===== src/rtl/accumulator_top_core.sv =====
// Sums NUM_WORDS consecutive 32-bit load words across LANES partial-sum lanes, wrapping modulo 2^32.
// Latency: result/done valid after edge NUM_WORDS+1 following reset release; then held until reset.
// No backpressure: one word is consumed every edge while collecting; load is ignored once reducing or done.
module accumulator_top_core #(
  parameter int NUM_WORDS = 1024,
  parameter int LANES     = 4
) (
  input  logic        bus_clk,
  input  logic        reset,
  input  logic [31:0] load,
  output logic [31:0] result,
  output logic        done
);

  localparam int            CW        = (NUM_WORDS > 1) ? $clog2(NUM_WORDS) : 1;
  localparam logic [CW-1:0] LAST_WORD = CW'(NUM_WORDS - 1);
  // LANES is a power of two dividing NUM_WORDS, so the low counter bits pick the lane
  localparam logic [CW-1:0] LANE_MASK = CW'(LANES - 1);

  typedef enum logic [1:0] {
    ST_COLLECT = 2'd0,
    ST_REDUCE  = 2'd1,
    ST_DONE    = 2'd2
  } state_t;

  state_t        state;
  state_t        state_nxt;
  logic          collect_en;
  logic          reduce_en;
  logic [CW-1:0] word_cnt;
  logic [31:0]   lane_sum [LANES];
  logic [31:0]   lane_total;

  // State register; reset always restarts a fresh collection run
  always_ff @(posedge bus_clk or negedge reset) begin
    if (!reset) begin
      state <= ST_COLLECT;
    end else begin
      state <= state_nxt;
    end
  end

  // Next state: leave COLLECT on the last word, spend one cycle reducing, then park in DONE
  always_comb begin
    state_nxt = state;
    case (state)
      ST_COLLECT: if (word_cnt == LAST_WORD) state_nxt = ST_REDUCE;
      ST_REDUCE:  state_nxt = ST_DONE;
      ST_DONE:    state_nxt = ST_DONE;
      default:    state_nxt = ST_COLLECT;
    endcase
  end

  // Per-state enables for the datapath
  always_comb begin
    collect_en = 1'b0;
    reduce_en  = 1'b0;
    case (state)
      ST_COLLECT: collect_en = 1'b1;
      ST_REDUCE:  reduce_en  = 1'b1;
      default:    ;
    endcase
  end

  // Word counter, advances once per sampled word
  always_ff @(posedge bus_clk or negedge reset) begin
    if (!reset) begin
      word_cnt <= '0;
    end else if (collect_en) begin
      word_cnt <= word_cnt + 1'b1;
    end
  end

  // Lane partial sums: word k lands in lane k mod LANES
  always_ff @(posedge bus_clk or negedge reset) begin
    if (!reset) begin
      for (int i = 0; i < LANES; i++) begin
        lane_sum[i] <= '0;
      end
    end else if (collect_en) begin
      for (int i = 0; i < LANES; i++) begin
        if ((word_cnt & LANE_MASK) == CW'(i)) begin
          lane_sum[i] <= lane_sum[i] + load;
        end
      end
    end
  end

  // Final reduction across lanes, modulo 2^32
  always_comb begin
    lane_total = '0;
    for (int i = 0; i < LANES; i++) begin
      lane_total = lane_total + lane_sum[i];
    end
  end

  // Result and done are only written in the reduce cycle, so partial sums never reach the port
  always_ff @(posedge bus_clk or negedge reset) begin
    if (!reset) begin
      result <= '0;
      done   <= 1'b0;
    end else if (reduce_en) begin
      result <= lane_total;
      done   <= 1'b1;
    end
  end

endmodule


===== config.mk =====
export PLATFORM = sky130hd
export DESIGN_NAME = accumulator_top_core
export DESIGN_NICKNAME = d
export VERILOG_FILES = /design/src/rtl/accumulator_top_core.sv
export SDC_FILE = /design/constraint.sdc
export NUM_CORES = 1
export LEC_CHECK = 0
export BUFFER_PORTS_ARGS = -buffer_cell sky130_fd_sc_hd__clkbuf_2
export CORE_MARGIN = 1
export CORE_UTILIZATION = 55
export CTS_BUF_LIST = sky130_fd_sc_hd__clkbuf_4 sky130_fd_sc_hd__clkbuf_8
export DETAILED_ROUTE_END_ITERATION = 8
export PLACE_DENSITY_LB_ADDON = 0.15
export SLEW_MARGIN = 0
export SYNTH_ARGS = -nofsm -noshare
export SYNTH_HDL_FRONTEND = slang
export SYNTH_SLANG_ARGS = --single-unit

===== constraint.sdc =====
create_clock -name bus_clk -period 4 [get_ports bus_clk]
set_input_delay 0.6 -clock bus_clk [delete_from_list [all_inputs] [get_ports bus_clk]]
set_output_delay 0.6 -clock bus_clk [all_outputs]
set_load 0.1 [all_outputs]

==> qor.txt <==
status - finished clean
drc violations - 0
Post-Syn Nets - 2178
worst skew pair latency - 500 ps
Final Slew Violations - 0
Primary FF master, synth - dfrtp_1
CTS tree - built
via count - 13938
CP max stage cell - fa_1
flop2flop setup slack - 120 ps
post-DP HPWL - 34.1 mm
Min-Delay Path Class - in -> async
Seq/Total Area, Yosys - 26.6%
Num CTS Buffers - 17
first-pass GRT wire length - 69.6 mm
Seq. cell area - 4330 µm²
Max H-tree Level - 4
asr flop ratio synth - 100%
slowest stage delay, CP - 600 ps
final hold violations - 0
CP startpoint - lane_sum[7]
WP data required - 4370 ps
core box area - 28900 µm²
Die Wd - 174 µm
YS warnings - 0
DRT Wirelength - 42.8 mm
clk root buf - clkbuf_8
Antenna Nets Post-Route - 0
layout cells sized above 1 - 8.85%
Starting Density - 56.3%
final core occ - 60.5%
Fillers - 2602
top-area cell type share of the netlist area - 26.6%
die span in y - 174 µm
crit-path cells - inv_1, fa_1, fa_1, inv_1, ha_1, a21o_1, a31o_1, nand2_1, a31oi_2, a311o_1, a21o_1, a21oi_1, xnor2_1, mux2_2
number of synthesized register bits - 173
maximum capacitance violations - 0
Via density - 5.93
element type at the critical path start - flop
worst-path fanout max - 6
std cell rows - 62
Area Overhead vs Synth - 7.38%
CTS clk-pin slew, worst paths - 100 ps
EDFF count, synth - 0
synthesized area - 16200 µm²
Final setup viols - 0
Overflow after GRT - 0
Iter 0 DRT Violations - 1063
# port buffers - 66
CTS max path bufs - 2
CTS sink cnt - 173
Worst-Margin Slew - 911 ps
die area - 30200 µm²
largest net degree at the start of global routing - 76
CP Capture Point - result[24]
cell taking the most area after synthesis - dfrtp_1
mean instance size in the synthesized netlist - 8.48 µm²
vias in the first global route - 13420
final worst path period need - 3880 ps
Synth area leaders - dfrtp_1, ha_1, fa_1, nand2_1, inv_1
multi-input logic area - 11000 µm²
RSZ-0062 raised after global routing - no
Worst Hold Slack - 143 ps
Final GP Congestion - 0.907
Critical R2R Launch - lane_sum[7]
# IOs - 67
Setup crit end kind - flop
WS Path Type - reg -> reg
r2r worst-path depth - 14
RR Endpoint - result[24]
hold-fix buffers at CTS - 0
FMAX - 258 MHz
Critical Path AT - 4250 ps
Total GRT Usage - 29.3%
Post-Synthesis Cells - 1917
final worst path period share - 96.9%
Yosys cell types - 75
antenna violations before repair - 0
final net count - 2216
# Post-CTS Setup Buffers - 0
Pre-antenna DRT Iters - 5
Clock Skew - 19.4 ps
routed len/inst - 18.2 µm
max_slew headroom - 39.2%
-- cell usage after synthesis (4+ instances only) --
| library cell | count |
|---|---|
| nand2_1 | 212 |
| inv_1 | 208 |
| dfrtp_1 | 173 |
| ha_1 | 161 |
| a21oi_1 | 133 |
| o21ai_0 | 132 |
| a21o_1 | 89 |
| nor2_1 | 84 |
| xnor2_1 | 73 |
| xor2_1 | 67 |
| fa_1 | 66 |
| clkbuf_1 | 63 |
| o21ai_1 | 60 |
| nand3_1 | 35 |
| mux2_2 | 32 |
| a31oi_1 | 31 |
| o21bai_1 | 24 |
| nand4_1 | 23 |
| a211oi_1 | 22 |
| nor3_1 | 22 |
| o21a_1 | 22 |
| and3_1 | 18 |
| and2_1 | 15 |
| o31ai_1 | 15 |
| nor2b_1 | 14 |
| nand2b_1 | 13 |
| o211ai_1 | 12 |
| nand3b_1 | 6 |
| a221o_1 | 5 |
| o22ai_1 | 5 |
| mux2i_1 | 4 |
| nor3b_1 | 4 |
| nor4_1 | 4 |
| or3_1 | 4 |
-- metrics by stage --
step                      instances  worst slack, ps  instance area (µm²)  setup TNS, ps
after floorplan                1917              321                16200              0
after global placement         2320            -11.6                17000          -11.6
after detailed placement       2320            -64.7                17000          -64.7
after CTS                      2349             68.8                17400              0
after global routing           2349             6.23                17400              0
final                          2351              125                17400              0
-- worst min path at each step --
stage	from	to	slack (ps)	depth (start not counted)
floorplan	reset	done	300	0
global placement	done	done	450	1
detailed placement	done	done	470	1
CTS	reset	lane_sum[35]	150	1
global route	reset	lane_sum[33]	190	1
finish	reset	result[2]	140	1
-- kinds of logic after synthesis --
| logic type | after synthesis | synth area share (%) |
|---|---|---|
| xor+xnor | 140 | 7.55 |
| buf+inv | 274 | 6.34 |
| fa+ha+maj | 227 | 20.5 |
| mux | 38 | 2.60 |
| compound gates | 600 | 23.3 |
| simple gates | 465 | 13.1 |
| flops | 173 | 26.6 |
-- state kept, by name, summed over array words and instances (netlist names) --
signal    flops
result       32
done          1
lane_sum    128
word_cnt     10
state         2
-- timing repair --
item / 4_1_cts / 5_1_grt
resized for setup: 2 / 10
endpoints found under the setup margin: 2 / 9
pin swaps: 0 / 4
-- layout by cell type, fill, tap and decap left out, types with 6 or more instances in the layout --
cell and n:
nand2_1 207, a211oi_1 20, xnor2_1 73, ha_1 159
o211ai_1 12, nand4_1 23, nor2_1 84, a21oi_1 131
xor2_1 67, fa_1 65, nor2b_1 14, o21ai_1 59
o21a_1 22, and3_1 18, o31ai_1 15, nor3_1 22
clkbuf_8 18, buf_4 17, nand2b_1 13, nand3b_1 6
a31oi_1 30, a21o_1 89, o21bai_1 24, clkbuf_2 65
and2_1 15, mux2_2 32, nand3_1 35, inv_1 208
dfrtp_1 173, o21ai_0 132
-- critical path, delay by kind of cell (launching register included) --
family	cells	cell delay, ps
buffers and inverters	2	140
flip-flops	1	370
multiplexers	1	270
adder cells (fa/ha/maj)	3	1450
AND/OR/NAND/NOR	1	100
AO/OA/AOI/OAI	6	1310
XOR/XNOR	1	100
-- routing by layer --
metal	wire [µm]	global-route usage (%)	share of wire (%)	vias to the layer above
met4	1010	9.65	2.3	0
met3	2810	4.41	6.6	64
met1	20900	43.5	49	6655
met2	18100	43.5	42	456
li1	-	-	-	6763
met5	0	0	0	-
-- area by class of cell --
| class | count | area share [%] |
|---|---|---|
| diodes | 2 | 0.0287 |
| repair buffers | 85 | 2.89 |
| well taps | 384 | 2.75 |
| clock buffers | 21 | 1.55 |
| multi-input cells | 1470 | 62.8 |
| inverters | 208 | 4.47 |
| clock inverters | 8 | 0.681 |
| flip-flops and latches | 173 | 24.8 |
Power is left out: the tool's default activity adds up to more than one toggle a clock period on the data nets, which glitch-free logic cannot reach.
